[config.mk]
export PLATFORM = sky130hd
export DESIGN_NAME = ps2_kbd_tx
export DESIGN_NICKNAME = d
export VERILOG_FILES = /design/src/rtl/ps2_pkg.sv /design/src/rtl/ps2_tx_fifo.sv /design/src/rtl/ps2_kbd_tx.sv
export SDC_FILE = /design/constraint.sdc
export NUM_CORES = 1
export LEC_CHECK = 0
export ABC_CLOCK_PERIOD_IN_PS = 7350
export CORE_MARGIN = 2
export CORE_UTILIZATION = 68
export CTS_CLUSTER_SIZE = 28
export DETAILED_ROUTE_END_ITERATION = 8
export DONT_BUFFER_PORTS = 1
export GPL_TIMING_DRIVEN = 1
export PLACE_DENSITY = 0.84
export SYNTH_ARGS = -nofsm -noshare
export SYNTH_HDL_FRONTEND = slang
export SYNTH_HIERARCHICAL = 1
export SYNTH_SLANG_ARGS = --single-unit
[constraint.sdc]
create_clock -name clk -period 7.35 [get_ports clk]
set_clock_uncertainty 0.2 [all_clocks]
set_input_delay 1.47 -clock clk [delete_from_list [all_inputs] [get_ports clk]]
set_output_delay 1.47 -clock clk [all_outputs]
set_load 0.02 [all_outputs]
[src/rtl/ps2_pkg.sv]
// Shared definitions for the PS/2 device-side transmitter: FSM states,
// frame geometry, the break prefix byte and the odd-parity helper.
package ps2_pkg;

    typedef enum logic [2:0] {
        IDLE,
        LOAD,
        HIGH,
        LOW,
        GAP
    } ps2_state_e;

    localparam int         FRAME_BITS = 11;
    localparam logic [7:0] BREAK_CODE = 8'hF0;

    // Parity bit that makes data plus parity carry an odd number of ones.
    function automatic logic odd_parity(input logic [7:0] data);
        return ~^data;
    endfunction

endpackage

[src/rtl/ps2_tx_fifo.sv]
// Small synchronous FIFO with a registered read port; rd_data_o becomes
// valid on the cycle after a pop.
module ps2_tx_fifo #(
    parameter int WIDTH = 8,
    parameter int DEPTH = 4
) (
    input  logic             clk,
    input  logic             reset,
    input  logic             push_i,
    input  logic [WIDTH-1:0] wr_data_i,
    input  logic             pop_i,
    output logic [WIDTH-1:0] rd_data_o,
    output logic             full_o,
    output logic             empty_o
);

    localparam int AW = (DEPTH > 1) ? $clog2(DEPTH) : 1;
    localparam int CW = $clog2(DEPTH + 1);

    logic [WIDTH-1:0] mem [DEPTH];
    logic [AW-1:0]    wr_ptr_q, rd_ptr_q;
    logic [CW-1:0]    count_q;
    logic [WIDTH-1:0] rd_data_q;
    logic             do_push, do_pop;

    assign full_o    = (count_q == CW'(DEPTH));
    assign empty_o   = (count_q == '0);
    assign do_push   = push_i && !full_o;
    assign do_pop    = pop_i && !empty_o;
    assign rd_data_o = rd_data_q;

    // Storage carries no reset so it maps onto plain RAM.
    always_ff @(posedge clk) begin
        if (do_push) begin
            mem[wr_ptr_q] <= wr_data_i;
        end
        if (do_pop) begin
            rd_data_q <= mem[rd_ptr_q];
        end
    end

    always_ff @(posedge clk) begin
        if (reset) begin
            wr_ptr_q <= '0;
            rd_ptr_q <= '0;
            count_q  <= '0;
        end else begin
            if (do_push) begin
                wr_ptr_q <= (wr_ptr_q == AW'(DEPTH - 1)) ? '0 : wr_ptr_q + 1'b1;
            end
            if (do_pop) begin
                rd_ptr_q <= (rd_ptr_q == AW'(DEPTH - 1)) ? '0 : rd_ptr_q + 1'b1;
            end
            if (do_push && !do_pop) begin
                count_q <= count_q + 1'b1;
            end else if (do_pop && !do_push) begin
                count_q <= count_q - 1'b1;
            end
        end
    end

endmodule

[src/rtl/ps2_kbd_tx.sv]
// PS/2 keyboard-side transmitter: queued scancodes are sent as 11-bit frames
// followed by an idle gap. Define PS2_TX_BREAK_EN to prefix released keys with 0xF0.
module ps2_kbd_tx
    import ps2_pkg::*;
#(
    parameter int CLK_DIV    = 50,
    parameter int GAP_HALVES = 4,
    parameter int FIFO_DEPTH = 4
) (
    input  logic       clk,
    input  logic       reset,
    input  logic [7:0] in_data,
    input  logic       in_valid,
    output logic       in_ready,
`ifdef PS2_TX_BREAK_EN
    input  logic       in_release,
`endif
    output logic       ps2_clk,
    output logic       ps2_data,
    output logic       busy
);

    localparam int GAP_CYC = GAP_HALVES * CLK_DIV;
    localparam int CNT_W   = $clog2(CLK_DIV + GAP_CYC + 1);
`ifdef PS2_TX_BREAK_EN
    localparam int ENTRY_W = 9;
`else
    localparam int ENTRY_W = 8;
`endif

    logic [ENTRY_W-1:0]    wr_entry, rd_entry;
    logic                  fifo_full, fifo_empty, fifo_push, fifo_pop;
    ps2_state_e            state_q, state_d, after_gap;
    logic [CNT_W-1:0]      cnt_q, cnt_d;
    logic [3:0]            bit_q, bit_d;
    logic [FRAME_BITS-1:0] frame_q, frame_d;
    logic                  ps2_clk_q, ps2_clk_d, ps2_data_q, ps2_data_d;
    logic [7:0]            tx_byte;
`ifdef PS2_TX_BREAK_EN
    logic                  pend_q, pend_d;
    logic [7:0]            hold_q, hold_d;

    assign wr_entry = {in_release, in_data};
`else
    assign wr_entry = in_data;
`endif

    assign fifo_push = in_valid && !fifo_full;
    assign in_ready  = !fifo_full;
    assign busy      = (state_q != IDLE) || !fifo_empty;
    assign ps2_clk   = ps2_clk_q;
    assign ps2_data  = ps2_data_q;

    ps2_tx_fifo #(
        .WIDTH (ENTRY_W),
        .DEPTH (FIFO_DEPTH)
    ) u_fifo (
        .clk       (clk),
        .reset     (reset),
        .push_i    (fifo_push),
        .wr_data_i (wr_entry),
        .pop_i     (fifo_pop),
        .rd_data_o (rd_entry),
        .full_o    (fifo_full),
        .empty_o   (fifo_empty)
    );

    always_comb begin
        state_d   = state_q;
        cnt_d     = cnt_q;
        bit_d     = bit_q;
        frame_d   = frame_q;
        fifo_pop  = 1'b0;
        tx_byte   = rd_entry[7:0];
        after_gap = IDLE;
`ifdef PS2_TX_BREAK_EN
        pend_d = pend_q;
        hold_d = hold_q;
        // A pending data byte follows its 0xF0 prefix without touching the queue.
        if (pend_q) begin
            after_gap = LOAD;
        end
`endif
        case (state_q)
            IDLE: begin
                if (!fifo_empty) begin
                    fifo_pop = 1'b1;
                    state_d  = LOAD;
                end
            end
            LOAD: begin
`ifdef PS2_TX_BREAK_EN
                if (pend_q) begin
                    tx_byte = hold_q;
                    pend_d  = 1'b0;
                end else if (rd_entry[8]) begin
                    tx_byte = BREAK_CODE;
                    hold_d  = rd_entry[7:0];
                    pend_d  = 1'b1;
                end
`endif
                frame_d = {1'b1, odd_parity(tx_byte), tx_byte, 1'b0};
                bit_d   = '0;
                cnt_d   = '0;
                state_d = HIGH;
            end
            HIGH: begin
                if (cnt_q == CNT_W'(CLK_DIV - 1)) begin
                    cnt_d   = '0;
                    state_d = LOW;
                end else begin
                    cnt_d = cnt_q + 1'b1;
                end
            end
            LOW: begin
                if (cnt_q == CNT_W'(CLK_DIV - 1)) begin
                    cnt_d = '0;
                    if (bit_q == 4'(FRAME_BITS - 1)) begin
                        state_d = (GAP_CYC == 0) ? after_gap : GAP;
                    end else begin
                        bit_d   = bit_q + 1'b1;
                        state_d = HIGH;
                    end
                end else begin
                    cnt_d = cnt_q + 1'b1;
                end
            end
            GAP: begin
                if (cnt_q == CNT_W'(GAP_CYC - 1)) begin
                    cnt_d   = '0;
                    state_d = after_gap;
                end else begin
                    cnt_d = cnt_q + 1'b1;
                end
            end
            default: state_d = IDLE;
        endcase

        // Line levels follow the next state so the pins are registered yet aligned.
        ps2_clk_d  = (state_d != LOW);
        ps2_data_d = (state_d == HIGH || state_d == LOW) ? frame_d[bit_d] : 1'b1;
    end

    always_ff @(posedge clk) begin
        if (reset) begin
            state_q    <= IDLE;
            cnt_q      <= '0;
            bit_q      <= '0;
            frame_q    <= '0;
            ps2_clk_q  <= 1'b1;
            ps2_data_q <= 1'b1;
`ifdef PS2_TX_BREAK_EN
            pend_q     <= 1'b0;
            hold_q     <= '0;
`endif
        end else begin
            state_q    <= state_d;
            cnt_q      <= cnt_d;
            bit_q      <= bit_d;
            frame_q    <= frame_d;
            ps2_clk_q  <= ps2_clk_d;
            ps2_data_q <= ps2_data_d;
`ifdef PS2_TX_BREAK_EN
            pend_q     <= pend_d;
            hold_q     <= hold_d;
`endif
        end
    end

endmodule

==> impl_results.md <==
* Max VDD drop at 0.000332 V
* Dpl cell area at 3500 um^2
* Register area share after synthesis at 54.6%
* Total wire length at 5.38 mm
* Vias in the first global route at 1968
* CP max FO at 7
* Setup TNS at 0 ps
* Clock Tree Root: clkbuf_8
* Max cap viols at 0
* Die area at 5710 um^2
* Final setup viols at 0
* Largest stage delay on the critical path at 370 ps
* Post-synthesis area per instance at 11.8 um^2
* Top FF cell, synth: edfxtp_1
* Final Hold Viols at 0
* Setup ws final at 4160 ps
* Met1 Use GR at 26.3%
* Layout cell share with drive strength beyond 1 at 14.4%
* Asr flop ratio synth at 0%
* HP Class: reg2reg
* Most frequent CP cell: inv_1
* Final instance area at 3700 um^2
* Sw frac at 32.8%
* Slowest CP cell: fa_1
* Startpoint types: input port
* Initial Utilization at 69.6%
* Largest family of logic cells by synthesized area: simple AND/OR/NAND/NOR gates
* Post-synthesis compound-gate area fraction at 10.2%
* Crit. End Element: flip-flop
* Post-synth EDFFs at 40
* Slew headroom at 51.6%
* Gr ovfl total at 0
* Worst skew pair latency at 350 ps
* Per-cell routed wire length at 14.6 um
* Total CTS buffers at 9
* H-tree levels at 3
* Worst path cell trace: nor2b_1 > inv_1 > nor2_2 > ha_1 > inv_1 > fa_1 > xor2_1 > or3_1 > a21oi_1
* Crit path time final at 3190 ps
* Leakage at 1.31 nW
* Chip Width at 75.6 um
* Post-DRT Antenna Nets at 0
* Post-synthesis mux area share at 7.65%
* Crit path arrival time at 3260 ps
* Synth Area in XOR/XNOR at 2.76%
* Post-CTS setup buffers at 0
* Status: complete, no violations
* Adder-cell area share of the yosys netlist at 4.17%
* Resize count post-CTS at 0
* Diodes inserted at 0
* Power Dens Cells at 339 nW/um^2
* Cts hold-fix bufs at 0
* Met2 usage at 34.0%
* Hold Crit Depth at 2
* Global-route wire length before repair at 8.76 mm
* Post-Syn Area at 3480 um^2
* Yosys Warn Count at 6
* Layout Nets at 316
* Total clock sinks at 75
* CTS max path bufs at 2
* Seq cells post-synth at 75
* Fillers at 358
* Num ports at 15
* Initial antenna violation count at 0
* DR DRC count at 0
* Vias at 2180
* Clock power share at 24.3%
* Hold WS at 247 ps
* Fin. max-slew vios at 0
* Setup WS pre-CTS at 3840 ps
* PortBufs at 0
* M3 GR Usage at 6.08%
* Fmax at 313 MHz
* Die H at 75.6 um
* Clk slew on worst S/H paths at 80 ps
* Worst Reg-to-Reg Cells at 11
* Syn Nets at 318
* Sequential Area at 1900 um^2
* Via/cell ratio at 5.91
* Cell variety after synth at 61
* Core Rows at 26
* Sequential share of power at 48.3%
* Slew @ Worst Pin at 725 ps
* Simple-Gate Fraction of Synth Area at 17.5%
* Total track usage at 20.9%
* GPL Wtd Cong at 0.802
* Core Area at 5010 um^2
* Comb pwr share at 27.4%
* Tcrit/Tclk final at 43.4%
* First-pass DRT Iterations at 4
* Area growth syn-to-layout at 6.07%
* Pin count of the biggest net entering global routing at 36
* Post-synthesis cell count at 296
* Unrepaired setup endpoints after global routing: no
* WP data required at 7420 ps
* Switching power at 411 uW
* 1st-iter DRT viols at 126
* Area of the multi-input gates at 1470 um^2
* Classification of the worst setup path: in2reg
* Internal at 842 uW
* CTS tree: yes
* HPWL after detailed placement at 3.73 mm
* Busiest layer in global routing: met2
## routing by layer
layer | vias to the layer above | part of all wire, %
met5 | - | 0
met4 | 0 | 2.4
met3 | 14 | 3.6
met2 | 36 | 49
met1 | 1052 | 45
li1 | 1078 | -
## power by group through the flow
stage | Combinational [mW] | Clock (mW) | Sequential (mW)
detailed placement | 0.342 | 0 | 0.614
floorplan | 0.329 | 0 | 0.578
global route | 0.384 | 0.326 | 0.617
CTS | 0.346 | 0.310 | 0.606
global placement | 0.334 | 0 | 0.611
finish | 0.344 | 0.304 | 0.605
## worst max-delay path: cells and delay by family
| kind | cells | cell delay, ps |
|---|---|---|
| AO/OA/AOI/OAI | 1 | 130 |
| XOR/XNOR | 1 | 150 |
| adder cells (fa/ha/maj) | 2 | 570 |
| buffers and inverters | 2 | 180 |
| AND/OR/NAND/NOR | 3 | 770 |
## logic make-up (layout without fill, tap and decap cells)
family | Yosys count | in the layout
and+or+nand+nor | 112 | 112
buffers and inverters | 24 | 27
adders and majority gates | 11 | 11
DFF | 75 | 75
xor gates and xnor gates | 11 | 11
AOI/OAI and AO/OA | 47 | 47
muxes | 16 | 16
## state kept, by name, indices dropped and copies added (netlist names)
name	count
bit_q	4
cnt_q	8
frame_q	11
ps2_clk	1
ps2_data	1
state_q	3
u_fifo/count_q	3
u_fifo/mem	32
u_fifo/rd_data_o	8
u_fifo/rd_ptr_q	2
u_fifo/wr_ptr_q	2
## through the flow
stage / power, mW / cells / util [%]
finish: 1.25 / 369 / 73.8
global route: 1.33 / 369 / 73.8
CTS: 1.26 / 369 / 73.8
detailed placement: 0.956 / 353 / 70.0
global placement: 0.945 / 353 / 70.0
floorplan: 0.906 / 296 / -
## cell usage in the layout, fill, tap and decap left out, types with 8 or more instances in the layout
master    Yosys  layout
clkbuf_8      0       9
dfxtp_1      35      35
mux4_2        8       8
nand2_1      32      32
inv_1        10      10
a21oi_1      20      20
nor2_1       24      24
edfxtp_1     40      40
ha_1         10      10
o21ai_0       9       9
xnor2_1       8       8
## synth_stat cells, types with 4 or more instances
cell	instances	area [um^2]
edfxtp_1	40	1200
mux2i_1	6	60.1
nor2_1	24	90.1
a21oi_1	20	100
xnor2_1	8	70.1
dfxtp_1	35	701
o21ai_0	9	45.0
inv_1	10	37.5
nor3b_1	4	30.0
mux4_2	8	180
nand3_1	6	30.0
nor2b_1	6	37.5
ha_1	10	125
and3_1	5	31.3
or3_1	5	31.3
nor3_1	6	30.0
clkbuf_1	6	22.5
nand2_1	32	120
## layout make-up
type | count | area share [%]
clock buffers | 10 | 3.45
clock inverters | 6 | 1.73
inverters | 11 | 1.12
multi-input cells | 197 | 39.9
flip-flops and latches | 75 | 51.5
well taps | 70 | 2.37
## worst paths after layout
path                                                      from                        endpoint  slack [ps]
worst max-delay path                                  in_valid  u_fifo/count_q[2]$_SDFFE_PP0P_        4160
worst min-delay path                     frame_q[9]$_SDFF_PP0_           frame_q[9]$_SDFF_PP0_         250
worst max register to register  u_fifo/count_q[0]$_SDFFE_PP0P_  u_fifo/count_q[2]$_SDFFE_PP0P_        4470
worst min register to register           frame_q[9]$_SDFF_PP0_           frame_q[9]$_SDFF_PP0_         250
Note: power is estimated with default switching activity, not from simulation.
